File: src/rtl/mole_round_ctrl.sv
// rtl/mole_round_ctrl.sv - whack-a-mole round controller: mole spawning, scoring and round timer
module mole_round_ctrl #(
    parameter int          GAME_S  = 60,
    parameter int          WIN1_MS = 1000,
    parameter int          WIN2_MS = 700,
    parameter int          WIN3_MS = 400,
    parameter int          GAP_MS  = 200,
    parameter logic [15:0] SEED    = 16'hACE1
) (
    input  logic        clk,
    input  logic        rst_n,
    input  logic        tick_ms,
    input  logic        start,
    input  logic [1:0]  speed_lvl,
    input  logic [17:0] switches,
    output logic [17:0] leds,
    output logic [13:0] score,
    output logic [6:0]  time_left,
    output logic [1:0]  cur_speed,
    output logic        hit_pulse,
    output logic        wrong_pulse,
    output logic        miss_pulse,
    output logic        busy
);
    typedef enum logic [2:0] {S_IDLE, S_SPAWN, S_UP, S_GAP, S_OVER} state_t;

    state_t      state;
    logic [15:0] lfsr;
    logic [17:0] sw_q;
    logic [4:0]  idx;
    logic [15:0] win_cnt;
    logic [15:0] gap_cnt;
    logic [9:0]  ms_cnt;

    logic [17:0] rise;
    logic [4:0]  lfsr_mod;
    logic [4:0]  spawn_idx;
    logic [1:0]  lvl_in;
    logic [15:0] win_lim;
    logic        hit;
    logic        wrong;
    logic        win_done;
    logic        sec_done;
    logic        time_up;
    logic [14:0] score_sum;

    assign busy      = (state == S_SPAWN) || (state == S_UP) || (state == S_GAP);
    assign rise      = switches & ~sw_q;
    assign lfsr_mod  = 5'(lfsr % 16'd18);
    // idx still holds the previous mole here, so consecutive moles never repeat
    assign spawn_idx = (lfsr_mod != idx) ? lfsr_mod :
                       (lfsr_mod == 5'd17) ? 5'd0 : lfsr_mod + 5'd1;
    assign lvl_in    = (speed_lvl == 2'd0) ? 2'd1 : speed_lvl;

    always_comb begin
        win_lim = 16'(WIN1_MS);
        case (cur_speed)
            2'd2:    win_lim = 16'(WIN2_MS);
            2'd3:    win_lim = 16'(WIN3_MS);
            default: win_lim = 16'(WIN1_MS);
        endcase
    end

    assign hit       = rise[idx];
    assign wrong     = !hit && ((rise & ~(18'd1 << idx)) != 18'd0);
    assign win_done  = tick_ms && (win_cnt == win_lim - 16'd1);
    assign sec_done  = busy && tick_ms && (ms_cnt == 10'd999);
    assign time_up   = sec_done && (time_left == 7'd1);
    assign score_sum = {1'b0, score} + {13'd0, cur_speed};

    always_ff @(posedge clk) begin
        if (!rst_n) begin
            state       <= S_IDLE;
            lfsr        <= SEED;
            sw_q        <= 18'd0;
            idx         <= 5'd0;
            win_cnt     <= 16'd0;
            gap_cnt     <= 16'd0;
            ms_cnt      <= 10'd0;
            leds        <= 18'd0;
            score       <= 14'd0;
            time_left   <= 7'(GAME_S);
            cur_speed   <= 2'd1;
            hit_pulse   <= 1'b0;
            wrong_pulse <= 1'b0;
            miss_pulse  <= 1'b0;
        end else begin
            lfsr        <= {lfsr[14:0], lfsr[15] ^ lfsr[13] ^ lfsr[12] ^ lfsr[10]};
            sw_q        <= switches;
            hit_pulse   <= 1'b0;
            wrong_pulse <= 1'b0;
            miss_pulse  <= 1'b0;

            if (busy && tick_ms) begin
                if (sec_done) begin
                    ms_cnt    <= 10'd0;
                    time_left <= time_left - 7'd1;
                end else begin
                    ms_cnt <= ms_cnt + 10'd1;
                end
            end

            case (state)
                S_IDLE, S_OVER: begin
                    leds <= 18'd0;
                    if (start) begin
                        score     <= 14'd0;
                        time_left <= 7'(GAME_S);
                        ms_cnt    <= 10'd0;
                        state     <= S_SPAWN;
                    end
                end
                S_SPAWN: begin
                    cur_speed <= lvl_in;
                    idx       <= spawn_idx;
                    leds      <= 18'd1 << spawn_idx;
                    win_cnt   <= 16'd0;
                    state     <= S_UP;
                end
                S_UP: begin
                    if (hit) begin
                        hit_pulse <= 1'b1;
                        score     <= (score_sum > 15'd9999) ? 14'd9999 : score_sum[13:0];
                        leds      <= 18'd0;
                        gap_cnt   <= 16'd0;
                        state     <= S_GAP;
                    end else if (win_done) begin
                        miss_pulse <= 1'b1;
                        leds       <= 18'd0;
                        gap_cnt    <= 16'd0;
                        state      <= S_GAP;
                    end else begin
                        if (wrong) begin
                            wrong_pulse <= 1'b1;
                            score       <= (score == 14'd0) ? 14'd0 : score - 14'd1;
                        end
                        if (tick_ms) win_cnt <= win_cnt + 16'd1;
                    end
                end
                S_GAP: begin
                    leds <= 18'd0;
                    if (tick_ms) begin
                        if (gap_cnt == 16'(GAP_MS - 1)) state <= S_SPAWN;
                        else gap_cnt <= gap_cnt + 16'd1;
                    end
                end
                default: state <= S_IDLE;
            endcase

            // Round end wins over the next state but the event above keeps its score
            if (time_up) begin
                state <= S_OVER;
                leds  <= 18'd0;
            end
        end
    end
endmodule

File: config.mk
export PLATFORM = sky130hd
export DESIGN_NAME = mole_round_ctrl
export DESIGN_NICKNAME = d
export VERILOG_FILES = /design/src/rtl/mole_round_ctrl.sv
export SDC_FILE = /design/constraint.sdc
export NUM_CORES = 1
export LEC_CHECK = 0
export BUFFER_PORTS_ARGS = -buffer_cell sky130_fd_sc_hd__buf_2
export CAP_MARGIN = 15
export CELL_PAD_IN_SITES_DETAIL_PLACEMENT = 1
export CELL_PAD_IN_SITES_GLOBAL_PLACEMENT = 2
export CORE_MARGIN = 2
export CORE_UTILIZATION = 30
export CTS_CLUSTER_DIAMETER = 150
export DETAILED_ROUTE_END_ITERATION = 16
export PLACE_DENSITY_LB_ADDON = 0.12
export SLEW_MARGIN = 20
export SYNTH_ARGS = -nofsm -noshare
export SYNTH_HDL_FRONTEND = slang
export SYNTH_SLANG_ARGS = --single-unit
File: constraint.sdc
create_clock -name clk -period 9.8 [get_ports clk]
set_input_delay 2.94 -clock clk [delete_from_list [all_inputs] [get_ports clk]]
set_output_delay 2.94 -clock clk [all_outputs]
set_load 0.02 [all_outputs]
==> impl_metrics.json, run 1 <==
{
  "status": "finished, final reports clean",
  "cp-end-kind": "register",
  "drc_errors": 0,
  "crit_start": "lfsr[15]$_SDFF_PN1_",
  "p_per_area_nw_per_um2": 272,
  "p_switching_mw": 1.26,
  "area_growth_syn_to_layout_pct": 14.2,
  "clock_sinks": 128,
  "critPathRequiredTime_ns": 10.16,
  "worstPathMaxFanout": 13,
  "nFillCells": 3431,
  "final_common_cell": "dfxtp_1",
  "insertion_delay_ns": 0.42,
  "ant_nets": 0,
  "synth_area_um2": 8720,
  "crit_top_cell": "nand2_1",
  "max_freq_ghz": 0.126,
  "std_cell_rows": 62,
  "finalSetupViolCount": 0,
  "crit_type": "register to register",
  "nets": 1169,
  "wire_per_inst_um": 17.8,
  "hold_start": "leds[4]$_SDFFE_PP0P_",
  "die_h_um": 174,
  "final.setup.tns_ns": 0,
  "netlist_instances": 1106,
  "die_area_um2": 30400,
  "syn_avg_cell_area_um2": 7.88,
  "timing.slew.headroom_pct": 34.0,
  "clock-root-buffer": "clkbuf_16",
  "seqPwrFrac_pct": 22.8,
  "hpwl_mm": 19.8,
  "yosys_warnings": 0,
  "ctsHoldBuffers": 0,
  "synth_ff_type": "dfxtp_1",
  "ys_seq_area_share_pct": 29.4,
  "cp_top_family": "compound AO/OA/AOI/OAI gates",
  "ys_ff_latch": 128,
  "path_cells": "nor2b_1, o211ai_1, a32o_1, o22ai_2, nand2_1, o311ai_1, nor4_2, and2_0, a221o_1, or3_4, a221oi_2, and4_1, nor2_1, a22oi_1, nand2_1, o211ai_1, ha_1, nand2_1, a221oi_1, a41oi_1, or4bb_1, nand3_2, nor4b_4, a32o_1",
  "cap_violations": 0,
  "rr_startpoint": "lfsr[15]$_SDFF_PN1_",
  "cts_setup_buffers": 0,
  "cts_tree": "done",
  "vdd_drop_max_mv": 0.132,
  "io_buffers": 68,
  "slew_viol_final": 0,
  "place_area_um2": 9320,
  "syn_nets": 1141,
  "overflow": 0,
  "synth.distinct_cells": 114,
  "crit_buf_inv": 0,
  "final_hold_viol_count": 0,
  "dr_total_vias": 8294,
  "drt-vias-per-instance": 5.41,
  "drt_iter0_markers": 441,
  "grt_pass1_wl_mm": 45.3,
  "core_um2": 28600,
  "final_cell_mix": "dfxtp_1, nor2_1, nand2_1",
  "clkPwrFrac_pct": 25.2,
  "cts_max_level": 4,
  "sw_frac_of_total_pct": 46.5,
  "internal-power_mw": 1.45,
  "p_leak_nw": 3.73,
  "first_pass_iters": 4,
  "cpMaxStageDelayCell": "o311ai_1",
  "fin_hold_ws_ns": 0.475,
  "start_util_pct": 30.5,
  "clkTransAtPathRegs_ns": 0.07,
  "die_x_um": 174,
  "post_cts_resized": 0,
  "cpPeakStageDelay_ns": 0.85,
  "grt_pass1_vias": 8287,
  "startpoint_type": "register",
  "gp_congestion": 0.811,
  "grt_start_max_net_pins": 66,
  "worstMarginPinSlew_ns": 0.974,
  "cp.arrival_ns": 8.29,
  "combPwrFrac_pct": 52.0,
  "cts_made_buffers": 17,
  "fin_crit_sh_pct": 80.8,
  "drive_gt1_share_pct": 13.8,
  "grt_usage_pct": 18.2,
  "clk_path_buf_depth": 2,
  "antenna_found_initial": 1,
  "synthArstFlopShare_pct": 0,
  "finalClockSkew_ns": 0.0132,
  "hp-class": "register to register",
  "totalWireLength_mm": 27.3,
  "rsz0062_at_grt": "no",
  "fin_area_um2": 9960,
  "fin_crit_ns": 7.92,
  "synth_edf_count": 0,
  "io_pins": 69
}
==> cells by family after synthesis <==
logic type      after synthesis  synth area share (%)
buf+inv                      97                  4.49
fa+ha+maj                    12                  1.78
xor+xnor                     57                  5.81
compound gates              304                  25.9
simple gates                496                  31.1
flops                       128                  29.4
mux                          12                  1.55
==> worst min-delay path, delay by kind of cell (launching register included) <==
kind | cells | cell delay [ns]
flip-flops | 1 | 0.33
AND/OR/NAND/NOR | 1 | 0.05
AO/OA/AOI/OAI | 1 | 0.05
==> layout make-up <==
class / instances / area, um2 / area share (%)
Antenna cell: 1 / 2.50 / 0.0251
Clock buffer: 17 / 425 / 4.27
Clock inverter: 15 / 196 / 1.97
Inverter: 34 / 128 / 1.28
Multi-Input combinational cell: 881 / 5790 / 58.2
Sequential cell: 128 / 2560 / 25.7
Tap cell: 384 / 480 / 4.82
Timing Repair Buffer: 72 / 370 / 3.72
==> cells in the mapped netlist, types with 6 or more instances <==
| cell | count | area share [%] |
|---|---|---|
| clkbuf_1 | 48 | 2.1 |
| o211ai_1 | 19 | 1.6 |
| a31oi_1 | 11 | 0.79 |
| buf_2 | 7 | 0.40 |
| a211o_1 | 6 | 0.60 |
| nor2_1 | 111 | 4.8 |
| dfxtp_1 | 128 | 29 |
| o21ai_1 | 10 | 0.57 |
| a21boi_0 | 10 | 0.86 |
| xor2_1 | 37 | 3.7 |
| ha_1 | 10 | 1.4 |
| a21o_1 | 8 | 0.69 |
| o21ai_0 | 39 | 2.2 |
| and4_1 | 8 | 0.80 |
| nor3_1 | 35 | 2.0 |
| o22ai_1 | 18 | 1.3 |
| and2_1 | 40 | 2.9 |
| or3_1 | 16 | 1.1 |
| nor4_1 | 12 | 0.86 |
| o2111ai_1 | 6 | 0.60 |
| a21oi_1 | 55 | 3.2 |
| nor2b_1 | 27 | 1.9 |
| nand4_1 | 17 | 1.2 |
| xnor2_1 | 19 | 1.9 |
| and3_1 | 19 | 1.4 |
| a32o_1 | 11 | 1.3 |
| nand3_1 | 44 | 2.5 |
| o21a_1 | 7 | 0.60 |
| nand3b_1 | 7 | 0.60 |
| a211oi_1 | 12 | 1.0 |
| or4_1 | 9 | 0.77 |
| mux2i_1 | 9 | 1.0 |
| o31ai_1 | 9 | 0.77 |
| nand2_1 | 85 | 3.7 |
| nand2b_1 | 21 | 1.5 |
| inv_1 | 33 | 1.4 |
==> registers in the layout (all words and copies together) (netlist names) <==
| register | count |
|---|---|
| gap_cnt | 16 |
| win_cnt | 16 |
| time_left | 7 |
| leds | 18 |
| ms_cnt | 10 |
| state | 3 |
| idx | 5 |
| wrong_pulse | 1 |
| hit_pulse | 1 |
| miss_pulse | 1 |
| sw_q | 18 |
| score | 14 |
| cur_speed | 2 |
| lfsr | 16 |
==> metrics by stage <==
step / setup WS (ns) / power [mW] / util, % / instances
3_3_place_gp: 1.92 / 2.03 / 32.5 / 1499
3_5_place_dp: 1.82 / 2.01 / 32.5 / 1499
5_1_grt: 1.29 / 2.92 / 34.8 / 1531
2_1_floorplan: 3.45 / 1.67 / - / 1106
6_report: 1.88 / 2.71 / 34.8 / 1532
4_1_cts: 1.76 / 2.72 / 34.7 / 1531
==> power groups by stage <==
stage          Sequential [mW]  Combinational [mW]  Clock [mW]
3_3_place_gp             0.630                1.40           0
6_report                 0.618                1.41       0.683
2_1_floorplan            0.593                1.08           0
5_1_grt                  0.628                1.57       0.728
4_1_cts                  0.618                1.39       0.705
3_5_place_dp             0.629                1.38           0
==> per-layer routing <==
metal | track usage, % | share of wire, % | vias up
met5 | 0 | 0 | -
met4 | 2.84 | 0.54 | 0
met1 | 26.0 | 51 | 4018
met3 | 3.06 | 3.0 | 11
li1 | - | - | 4162
met2 | 29.0 | 45 | 103
==> worst paths after layout <==
check / to / slack (ns) / cells past startpoint
worst max-delay path: leds[3]$_SDFFE_PP0P_ / 1.88 / 24
worst min-delay path: leds[4]$_SDFFE_PP0P_ / 0.47 / 2
worst min register to register: leds[4]$_SDFFE_PP0P_ / 0.47 / 2
worst max register to register: leds[3]$_SDFFE_PP0P_ / 1.88 / 24
No activity file was read; power rests on OpenSTA's default activity.
==> inputs of run 2 (changes only) <==
Settings changed: ABC_AREA set to 1.
Clock period 9.8 ns to 7.95 ns, I/O delays scaled along.
==> impl_metrics.json, run 2 <==
{
  "status": "finished, final reports clean",
  "cp.arrival_ns": 6.92,
  "synth_adder_area_share_pct": 1.82,
  "synth_ff_type": "dfxtp_1",
  "drc_errors": 0,
  "worstMarginPinSlew_ns": 0.947,
  "insertion_delay_ns": 0.43,
  "cts_made_buffers": 17,
  "startpoint_type": "register",
  "fin_crit_ns": 6.59,
  "final_hold_viol_count": 0,
  "ys_seq_area_share_pct": 32.2,
  "max_freq_ghz": 0.152,
  "ys_ff_latch": 128,
  "yosysMostFrequentCell": "nand2_1",
  "cts_tree": "done",
  "netlist_instances": 1228,
  "wire_per_inst_um": 14.1,
  "rsz0062_at_grt": "no",
  "synth_mux_area_share_pct": 0,
  "largestRegisters": "leds: 18 flops, sw_q: 18 flops",
  "ant_nets": 0,
  "critPathRequiredTime_ns": 8.28,
  "clock_sinks": 128,
  "grt_usage_pct": 16.9,
  "ctsHoldBuffers": 0,
  "gp_congestion": 0.775,
  "io_buffers": 68,
  "synthArstFlopShare_pct": 0,
  "synth-compound-area-share_pct": 13.8,
  "crit_top_cell": "nand2_2",
  "final_common_cell": "nand2_1",
  "io_pins": 69,
  "final_cell_mix": "nand2_1, inv_1, dfxtp_1",
  "yosysTopAreaCellShare_pct": 32.2,
  "die_h_um": 167,
  "overflow": 0,
  "slew_viol_final": 0,
  "cp_top_family": "simple AND/OR/NAND/NOR gates",
  "final.setup.tns_ns": 0,
  "finalClockSkew_ns": 0.0173,
  "crit_buf_inv": 10,
  "synth_edf_count": 0,
  "drt_iter0_markers": 260,
  "totalWireLength_mm": 23.2,
  "diodes": 0,
  "nets": 1334,
  "first_pass_iters": 4,
  "synth.distinct_cells": 51,
  "finalSetupViolCount": 0,
  "synth_top_cell_by_area": "dfxtp_1",
  "fin_crit_sh_pct": 82.9,
  "syn_avg_cell_area_um2": 6.48,
  "synth_area_um2": 7960,
  "drive_gt1_share_pct": 15.6,
  "start_util_pct": 30.5,
  "cap_violations": 0,
  "std_cell_rows": 59,
  "die_area_um2": 27900,
  "area_growth_syn_to_layout_pct": 16.2,
  "hpwl_mm": 17.8,
  "cpMaxStageDelayCell": "dfxtp_1",
  "clkTransAtPathRegs_ns": 0.06,
  "drt-vias-per-instance": 4.81,
  "core_um2": 26100,
  "yosys.area_share.simple_pct": 38.0,
  "crit_type": "register to register",
  "dr_total_vias": 7918,
  "synth_xor_area_share_pct": 2.97,
  "cts_max_level": 4,
  "cts_setup_buffers": 0,
  "cp-end-kind": "register",
  "synthTopCellsByCount": "nand2_1, inv_1, dfxtp_1",
  "post_cts_resized": 0,
  "hp-class": "register to register",
  "clk_path_buf_depth": 2,
  "grt_start_max_net_pins": 41,
  "syn_nets": 1263,
  "yosys_warnings": 0,
  "grt_pass1_wl_mm": 39.2,
  "grt_pass1_vias": 7923,
  "clock-root-buffer": "clkbuf_16",
  "timing.slew.headroom_pct": 36.8,
  "antenna_found_initial": 1,
  "die_x_um": 167,
  "synth_top_family_by_area": "simple AND/OR/NAND/NOR gates",
  "worstPathMaxFanout": 8,
  "synth_area_leaders": "dfxtp_1, nand2_1, inv_1",
  "cpPeakStageDelay_ns": 0.42
}
-- run 2: cell types whose count changed in the layout (fill, tap and decap cells not counted), sizes merged, moves of 14 or more --
| cell | delta |
|---|---|
| nand2b | -24 |
| nor2b | -27 |
| o21ai | +14 |
| xnor2 | -14 |
| nand4 | +16 |
| nand2 | +237 |
| or3 | -17 |
| and3 | -19 |
| inv | +183 |
| nand3 | +66 |
| and2 | -41 |
| xor2 | -16 |
| a21oi | +24 |
-- run 2: path summary, 6_finish.rpt --
check | slack, ns | to | start | cells past startpoint
min reg2reg | 0.46 | lfsr[8]$_SDFF_PN0_ | lfsr[7]$_SDFF_PN1_ | 2
max reg2reg | 1.36 | leds[10]$_SDFFE_PP0P_ | lfsr[12]$_SDFF_PN0_ | 64
min | 0.46 | lfsr[8]$_SDFF_PN0_ | lfsr[7]$_SDFF_PN1_ | 2
max | 1.36 | leds[10]$_SDFFE_PP0P_ | lfsr[12]$_SDFF_PN0_ | 64
-- run 2: area by class of cell --
| type | instances | area, um2 |
|---|---|---|
| clock buffers | 18 | 439 |
| clock inverters | 14 | 141 |
| fillers | 3398 | 16800 |
| inverters | 218 | 818 |
| multi-input cells | 864 | 4520 |
| flip-flops and latches | 128 | 2560 |
| well taps | 335 | 419 |
| repair buffers | 70 | 355 |
-- run 2: kinds of logic after synthesis --
kind of cell | count (synthesis)
XOR/XNOR | 27
adder cells (fa/ha/maj) | 11
flip-flops | 128
AND/OR/NAND/NOR | 633
AO/OA/AOI/OAI | 193
buffers and inverters | 236
-- run 2: layer usage --
metal	vias up	global-route usage [%]	routed length, um
li1	4138	-	-
met1	3683	23.0	12000
met2	80	28.0	10400
met3	15	3.18	610
met4	2	3.37	169
met5	-	0	16
-- run 2: worst reg2reg max path, delay by kind of cell, from the launching register on --
kind | cells | cell delay [ns]
flops | 1 | 0.42
compound gates | 2 | 0.38
xor+xnor | 1 | 0.13
simple gates | 50 | 4.74
buf+inv | 10 | 0.66
fa+ha+maj | 1 | 0.19
-- run 2: through the flow --
stage / util, % / instances / cell area (um2) / hold slack [ns] / worst slack [ns]
2_1_floorplan: - / 1228 / 7960 / 0.433 / 2.33
3_3_place_gp: 33.3 / 1615 / 8660 / 0.453 / 1.32
3_5_place_dp: 33.3 / 1615 / 8660 / 0.457 / 1.32
4_1_cts: 35.5 / 1647 / 9250 / 0.466 / 1.28
5_1_grt: 35.5 / 1647 / 9250 / 0.487 / 0.396
6_report: 35.5 / 1647 / 9250 / 0.461 / 1.36
Power of run 2 is left out: the tool's default activity adds up to more than one toggle a clock period on the data nets, which glitch-free logic cannot reach.
==> inputs of run 3 (changes only) <==
Clock period 7.95 ns to 6.4 ns, I/O delays scaled along.
==> impl_metrics.json, run 3 (same netlist as run 2, synthesis figures left out) <==
{
  "status": "finished, final reports clean",
  "diodes": 0,
  "nFillCells": 3329,
  "rsz0062_at_grt": "yes",
  "drc_errors": 0,
  "clock_sinks": 128,
  "nets": 1371,
  "drt-vias-per-instance": 4.80,
  "fin_util_pct": 38.6,
  "antenna_found_initial": 0,
  "cap_violations": 0,
  "crit_top_cell": "nand2_4",
  "final_cell_mix": "nand2_1, inv_1, dfxtp_1",
  "die_area_um2": 27900,
  "grt_pass1_vias": 7960,
  "cpMaxStageDelayCell": "dfxtp_2",
  "worstPathMaxFanout": 7,
  "wire_per_inst_um": 14.4,
  "cts_max_level": 4,
  "max_freq_ghz": 0.160,
  "die_x_um": 167,
  "clock-root-buffer": "clkbuf_16",
  "start_util_pct": 30.5,
  "crit_type": "register to register",
  "grt_usage_pct": 17.1,
  "critPathRequiredTime_ns": 6.73,
  "core_um2": 26100,
  "final_hold_viol_count": 0,
  "fin_crit_sh_pct": 97.9,
  "drt_iter0_markers": 351,
  "finalClockSkew_ns": 0.0148,
  "cp-end-kind": "register",
  "cpPeakStageDelay_ns": 0.33,
  "grt_pass1_wl_mm": 39.6,
  "timing.slew.headroom_pct": 33.6,
  "final_common_cell": "nand2_1",
  "hp-class": "register to register",
  "io_pins": 69,
  "io_buffers": 68,
  "hpwl_mm": 17.9,
  "insertion_delay_ns": 0.42,
  "gp_congestion": 0.776,
  "rr_worst_depth": 64,
  "clkTransAtPathRegs_ns": 0.06,
  "area_growth_syn_to_layout_pct": 26.3,
  "dr_total_vias": 8079,
  "grt_start_max_net_pins": 41,
  "ant_nets": 0,
  "slew_viol_final": 0,
  "drive_gt1_share_pct": 24.3,
  "overflow": 0,
  "clk_path_buf_depth": 2,
  "fin_crit_ns": 6.27,
  "largestRegisters": "leds: 18 flops, sw_q: 18 flops",
  "cts_made_buffers": 17,
  "totalWireLength_mm": 24.2,
  "worstHoldPathCells": 2,
  "startpoint_type": "register",
  "finalSetupViolCount": 0,
  "std_cell_rows": 59,
  "first_pass_iters": 6,
  "die_h_um": 167,
  "cp.arrival_ns": 6.59,
  "worstMarginPinSlew_ns": 0.995,
  "cts_tree": "done"
}
[run 3: what timing repair did]
item / CTS / global route
setup endpoints to repair: 18 / 23
resized for setup: 22 / 118
hold buffers: 0 / 0
pin swaps: 18 / 65
setup buffers: 7 / 30
[run 3: worst paths after layout]
path                            slack (ns)                     to                  start
worst max-delay path                  0.13  leds[11]$_SDFFE_PP0P_    lfsr[14]$_SDFF_PN0_
worst min-delay path                  0.46  leds[16]$_SDFFE_PP0P_  leds[16]$_SDFFE_PP0P_
worst max register to register        0.13  leds[11]$_SDFFE_PP0P_    lfsr[14]$_SDFF_PN0_
worst min register to register        0.46  leds[16]$_SDFFE_PP0P_  leds[16]$_SDFFE_PP0P_
[run 3: worst max-delay path: cells and delay by family (launching register included)]
kind                       cells  cell delay [ns]
AOI/OAI and AO/OA              2             0.35
adders and majority gates      1             0.16
buffers and inverters          8             0.57
DFF                            1             0.33
and+or+nand+nor               53             4.76
[run 3: per-stage QoR]
stage | instance area (um2) | std cells | TNS [ns] | worst slack, ns | hold slack (ns)
CTS | 9360 | 1654 | 0 | 0.00533 | 0.464
finish | 10100 | 1684 | 0 | 0.135 | 0.461
floorplan | 7960 | 1228 | 0 | 0.784 | 0.433
global placement | 8660 | 1615 | -2.44 | -0.226 | 0.451
global route | 10100 | 1684 | -7.52 | -0.428 | 0.484
detailed placement | 8660 | 1615 | -3.48 | -0.266 | 0.455
[run 3: area by class of cell]
cell class                 instances  area (um2)  share of cell area (%)
tap                              335         419                    4.17
timing repair buffer             107         641                    6.37
multi-input combinational        864        5030                    50.0
clock buffer                      18         429                    4.27
sequential                       128        2570                    25.6
clock inverter                    14         134                    1.33
inverter                         218         831                    8.26
[run 3: metal layers]
layer,global-route usage (%),share of wire (%)
met4,4.39,0.97
met5,0,0
met2,28.3,46
met3,2.45,2.5
met1,23.3,50
Power of run 3 is left out for the same reason.
